==> src/rtl/uart_pkg.sv <==
// Shared UART-side types: parser FSM states, frame error codes and the default SOF marker.
package uart_pkg;

   typedef enum logic [2:0] {
      ST_IDLE    = 3'd0,
      ST_CMD     = 3'd1,
      ST_LEN     = 3'd2,
      ST_PAYLOAD = 3'd3,
      ST_CHK     = 3'd4
   } parser_state_e;

   typedef enum logic [1:0] {
      ERR_CHK     = 2'd0,
      ERR_LEN     = 2'd1,
      ERR_LINE    = 2'd2,
      ERR_TIMEOUT = 2'd3
   } parser_err_e;

   localparam logic [7:0] UART_SOF_DEFAULT = 8'hA5;

endpackage

==> src/rtl/uart_cmd_parser.sv <==
// Frame parser SOF,CMD,LEN,payload[LEN],CHK behind the UART receiver; payload streams speculatively.
// Optional inter-byte timeout enabled by defining UART_PARSER_TIMEOUT_EN.
module uart_cmd_parser
   import uart_pkg::*;
#(
   parameter logic [7:0] SOF_BYTE    = UART_SOF_DEFAULT,
   parameter int         MAX_LEN     = 16,
   parameter int         TIMEOUT_CYC = 100000
) (
   input  logic       clk,
   input  logic       rst,
   input  logic       in_valid,
   input  logic [7:0] in_byte,
   input  logic       in_error,
   output logic [7:0] cmd,
   output logic [7:0] len,
   output logic       pl_valid,
   output logic [7:0] pl_data,
   output logic [7:0] pl_idx,
   output logic       frame_ok,
   output logic       frame_err,
   output logic [1:0] err_code,
   output logic       busy
);

   localparam logic [7:0] MAX_LEN_B = 8'(MAX_LEN);

   parser_state_e state, state_nxt;
   logic [7:0]    chk, chk_nxt, cnt, cnt_nxt;
   logic [7:0]    cmd_nxt, len_nxt, pl_data_nxt, pl_idx_nxt;
   logic          pl_valid_nxt, frame_ok_nxt, frame_err_nxt;
   parser_err_e   code_nxt;
   logic          timeout;

`ifdef UART_PARSER_TIMEOUT_EN
   logic [31:0] gap_cnt;

   assign timeout = (state != ST_IDLE) && !in_valid && !in_error &&
                    (gap_cnt == 32'(TIMEOUT_CYC - 1));

   always_ff @(posedge clk) begin
      if (rst)
         gap_cnt <= '0;
      else if (in_valid || state_nxt == ST_IDLE)
         gap_cnt <= '0;
      else if (state != ST_IDLE)
         gap_cnt <= gap_cnt + 32'd1;
   end
`else
   logic unused_timeout;
   assign unused_timeout = (TIMEOUT_CYC == 0);
   assign timeout        = 1'b0;
`endif

   always_comb begin
      state_nxt     = state;
      chk_nxt       = chk;
      cnt_nxt       = cnt;
      cmd_nxt       = cmd;
      len_nxt       = len;
      pl_valid_nxt  = 1'b0;
      pl_data_nxt   = pl_data;
      pl_idx_nxt    = pl_idx;
      frame_ok_nxt  = 1'b0;
      frame_err_nxt = 1'b0;
      code_nxt      = parser_err_e'(err_code);
      // A line error mid-frame outranks a byte arriving in the same cycle
      if (state != ST_IDLE && in_error) begin
         frame_err_nxt = 1'b1;
         code_nxt      = ERR_LINE;
         state_nxt     = ST_IDLE;
      end else if (in_valid) begin
         case (state)
            ST_IDLE: if (in_byte == SOF_BYTE) state_nxt = ST_CMD;
            ST_CMD: begin
               cmd_nxt   = in_byte;
               chk_nxt   = in_byte;
               state_nxt = ST_LEN;
            end
            ST_LEN: begin
               len_nxt = in_byte;
               chk_nxt = chk ^ in_byte;
               cnt_nxt = 8'd0;
               if (in_byte > MAX_LEN_B) begin
                  frame_err_nxt = 1'b1;
                  code_nxt      = ERR_LEN;
                  state_nxt     = ST_IDLE;
               end else if (in_byte == 8'd0) begin
                  state_nxt = ST_CHK;
               end else begin
                  state_nxt = ST_PAYLOAD;
               end
            end
            ST_PAYLOAD: begin
               pl_valid_nxt = 1'b1;
               pl_data_nxt  = in_byte;
               pl_idx_nxt   = cnt;
               chk_nxt      = chk ^ in_byte;
               cnt_nxt      = cnt + 8'd1;
               if (cnt == len - 8'd1) state_nxt = ST_CHK;
            end
            ST_CHK: begin
               if (in_byte == chk) begin
                  frame_ok_nxt = 1'b1;
               end else begin
                  frame_err_nxt = 1'b1;
                  code_nxt      = ERR_CHK;
               end
               state_nxt = ST_IDLE;
            end
            default: state_nxt = ST_IDLE;
         endcase
      end else if (timeout) begin
         frame_err_nxt = 1'b1;
         code_nxt      = ERR_TIMEOUT;
         state_nxt     = ST_IDLE;
      end
   end

   always_ff @(posedge clk) begin
      if (rst) begin
         state     <= ST_IDLE;
         chk       <= 8'd0;
         cnt       <= 8'd0;
         cmd       <= 8'd0;
         len       <= 8'd0;
         pl_valid  <= 1'b0;
         pl_data   <= 8'd0;
         pl_idx    <= 8'd0;
         frame_ok  <= 1'b0;
         frame_err <= 1'b0;
         err_code  <= 2'd0;
         busy      <= 1'b0;
      end else begin
         state     <= state_nxt;
         chk       <= chk_nxt;
         cnt       <= cnt_nxt;
         cmd       <= cmd_nxt;
         len       <= len_nxt;
         pl_valid  <= pl_valid_nxt;
         pl_data   <= pl_data_nxt;
         pl_idx    <= pl_idx_nxt;
         frame_ok  <= frame_ok_nxt;
         frame_err <= frame_err_nxt;
         err_code  <= code_nxt;
         busy      <= (state_nxt != ST_IDLE);
      end
   end

endmodule

==> config.mk <==
export PLATFORM = sky130hd
export DESIGN_NAME = uart_cmd_parser
export DESIGN_NICKNAME = d
export VERILOG_FILES = /design/src/rtl/uart_pkg.sv /design/src/rtl/uart_cmd_parser.sv
export SDC_FILE = /design/constraint.sdc
export NUM_CORES = 1
export LEC_CHECK = 0
export ABC_AREA = 1
export BUFFER_PORTS_ARGS = -buffer_cell sky130_fd_sc_hd__clkbuf_2
export CORE_ASPECT_RATIO = 0.5
export CORE_MARGIN = 1.5
export CORE_UTILIZATION = 48
export CTS_CLUSTER_DIAMETER = 200
export DETAILED_ROUTE_END_ITERATION = 12
export PLACE_DENSITY = 0.71
export SYNTH_ARGS = -nofsm -noshare
export SYNTH_HDL_FRONTEND = slang
export SYNTH_SLANG_ARGS = --single-unit
==> constraint.sdc <==
create_clock -name clk -period 2.2 [get_ports clk]
set_input_delay 0.33 -clock clk [delete_from_list [all_inputs] [get_ports clk]]
set_output_delay 0.33 -clock clk [all_outputs]
set_load 0.02 [all_outputs]
==> results.json <==
{
  "ff2ff_path_depth": 16,
  "cpPeakStageDelay_ps": 370,
  "hold_viol_final": 0,
  "rsz0062_at_grt": "false",
  "max_cap_viol_count": 0,
  "dp_cells": 498,
  "min_path_cells": 4,
  "core-area_sq_um": 5520,
  "end_kind": "register",
  "clockBufferDepth": 2,
  "start_util_pct": 50.1,
  "clkLatencyLatePin_ps": 320,
  "wl_per_cell_um": 13.5,
  "p_total_mw": 2.86,
  "cts_buffers": 9,
  "syn_area_per_cell_sq_um": 7.14,
  "place_hpwl_um": 4930,
  "regToRegSetupSlack_ps": 260,
  "clkTransAtPathRegs_ps": 50,
  "netlist_instances": 387,
  "start_kind": "register",
  "power_density_nw_per_um2": 839,
  "relSlewSlack_pct": 70.9,
  "p_leak_nw": 1.57,
  "syn-num-nets": 401,
  "cts_sinks": 57,
  "timing.hold.ws_ps": 350,
  "io_buffers": 49,
  "syn2layout_area_growth_pct": 23.4,
  "synth-edff-count": 0,
  "ir_drop_uv": 474,
  "die_area_sq_um": 6240,
  "path_max_fanout": 7,
  "finalCritPeriodShare_pct": 88.1,
  "cts_tree": "yes",
  "synth.area.top_cells": "dfxtp_1 (41%), nand2_1 (11%), a21oi_1 (7.6%), nor2_1 (6.1%), o21ai_0 (5.4%)",
  "grt_pass1_vias": 2526,
  "n_fill_cell": 531,
  "die_y_um": 56.6,
  "drt-total-wl_um": 6930,
  "yosysMostFrequentCell": "nand2_1",
  "fin_skew_ps": 4.71,
  "grt_pass1_wl_um": 11600,
  "nNetsFinal": 450,
  "grt_max_degree": 29,
  "period_minus_slack_ps": 1940,
  "synth_seq_area_share_pct": 41.3,
  "ff_latch_area_sq_um": 1140,
  "drtPass1Iterations": 5,
  "slowest_stage": "dfxtp_1",
  "grt.overflow.total": 0,
  "multiInputGateArea_sq_um": 1390,
  "clockRootBuffer": "clkbuf_16",
  "synth_common_cells": "nand2_1 (84), dfxtp_1 (57), nor2_1 (45)",
  "ys_seq_elements": 57,
  "ioPinCount": 50,
  "postCtsHoldBufs": 0,
  "remaining_drc_errors": 0,
  "worst_path_most_repeated_cell": "nand2_1",
  "r2r_end": "busy$_SDFF_PP0_",
  "hp-start": "in_valid",
  "ys_types": 31,
  "vias": 2658,
  "crit_required_ps": 2420,
  "ant_nets": 0,
  "r2r_start": "len[0]$_SDFFE_PP0P_",
  "die_w_um": 110,
  "fin_util_pct": 61.8,
  "crit_buf_inv": 3,
  "fmax_mhz": 516,
  "diodes": 0,
  "via_per_inst": 5.17,
  "drv_slew": 0,
  "cp.arrival_ps": 2160,
  "tightest_slew_ps": 435,
  "fp-row-count": 19,
  "gr-usage-all-layers_pct": 24.3,
  "syn_area_sq_um": 2760,
  "ys_warn_count": 0,
  "drive_gt1_share_pct": 19.7,
  "crit_type": "register to register",
  "cp.depth": 16,
  "hold_path_end": "state[0]$_SDFF_PP0_",
  "status": "finished, final reports clean",
  "hold_path_class": "input port to register",
  "setup_viol": 0,
  "synth_largest_area_cell": "dfxtp_1",
  "htree_levels": 3,
  "synth_ff_type": "dfxtp_1",
  "synthArstFlopShare_pct": 0,
  "drtIter0Drc": 155,
  "layoutNonFillerInstCount": 514,
  "worstPathCellList": "inv_2, ha_1, inv_1, nand2_1, nand2_1, nand2_1, nor2_1, nand3_1, nor2_1, nand2_1, nand2_1, nand4_1, nand2_1, nand2_1, inv_1, nand2_1",
  "antenna_found_initial": 0,
  "yosysTopAreaCellShare_pct": 41.3,
  "crit_family": "simple AND/OR/NAND/NOR gates",
  "fin_tns_setup_ps": 0,
  "gp_congestion": 0.889
}
==> cell usage in the layout (no fill, tap or decap), drive strengths merged, types with 2 or more instances in the layout <==
cell type / synthesis / layout
nand3b: 2 / 2
xor2: 10 / 10
nand4: 3 / 3
buf: 8 / 7
nand2: 85 / 85
nor4: 4 / 4
clkbuf: 10 / 60
bufinv: 0 / 3
inv: 39 / 39
o21ai: 32 / 32
a221oi: 2 / 2
xnor2: 3 / 3
a31oi: 4 / 4
a21oi: 42 / 42
nand3: 23 / 23
o211ai: 2 / 2
nor2: 52 / 52
nor3: 3 / 3
a211oi: 2 / 2
ha: 2 / 2
dfxtp: 57 / 57
==> registers in the layout, indices dropped and copies added, names as in the netlist <==
name / count
pl_data: 8
chk: 8
state: 3
cnt: 8
len: 8
frame_ok: 1
err_code: 2
pl_idx: 8
pl_valid: 1
busy: 1
frame_err: 1
cmd: 8
==> per-layer routing <==
| metal | GRT usage, % | vias up | routed length, um |
|---|---|---|---|
| met3 | 7.32 | 2 | 366 |
| met1 | 32.1 | 1234 | 3390 |
| met2 | 38.1 | 58 | 3160 |
| li1 | - | 1364 | - |
| met5 | 0 | - | 0 |
| met4 | 7.51 | 0 | 21 |
==> power breakdown <==
group | internal, mW | total, mW | switching [mW]
combinational | 0.0589 | 0.185 | 0.126
clock | 1.13 | 1.61 | 0.476
sequential | 1.05 | 1.06 | 0.0120
total | 2.24 | 2.86 | 0.615
==> worst max path at each step <==
stage                             start         endpoint
finish              len[0]$_SDFFE_PP0P_  busy$_SDFF_PP0_
global route        len[0]$_SDFFE_PP0P_  busy$_SDFF_PP0_
CTS                 len[0]$_SDFFE_PP0P_  busy$_SDFF_PP0_
detailed placement  len[0]$_SDFFE_PP0P_  busy$_SDFF_PP0_
global placement    len[0]$_SDFFE_PP0P_  busy$_SDFF_PP0_
floorplan           len[0]$_SDFFE_PP0P_  busy$_SDFF_PP0_
==> timing repair <==
item / CTS / global route
endpoints found under the setup margin: 0 / 2
buffers inserted: 0 / 0
gates resized for setup: 0 / 1
==> stage by stage <==
step / area, sq um / setup WS, ps
2_1_floorplan: 2760 / 381
3_3_place_gp: 3060 / 415
3_5_place_dp: 3060 / 338
4_1_cts: 3410 / 269
5_1_grt: 3410 / 24.9
6_report: 3410 / 262
==> final cells by class <==
type | instances | area share (%)
clock inverter | 5 | 3.01
timing repair buffer | 56 | 8.74
sequential | 57 | 33.5
tap | 73 | 2.68
multi-input combinational | 273 | 40.7
clock buffer | 11 | 7.12
inverter | 39 | 4.30
==> kinds of logic (layout without fill, tap and decap cells) <==
logic type	after synthesis	in the layout	share of synthesized area [%]
flops	57	57	41.3
compound gates	85	85	17.3
simple gates	173	173	27.8
xor+xnor	13	13	4.12
buf+inv	57	111	8.52
fa+ha+maj	2	2	0.906
==> worst min-delay path: stages <==
cell and delay [ps]:
clkbuf_2 110, nand4_1 80, nand2_1 70, inv_1 50
Power figures use the tool's default switching activity.
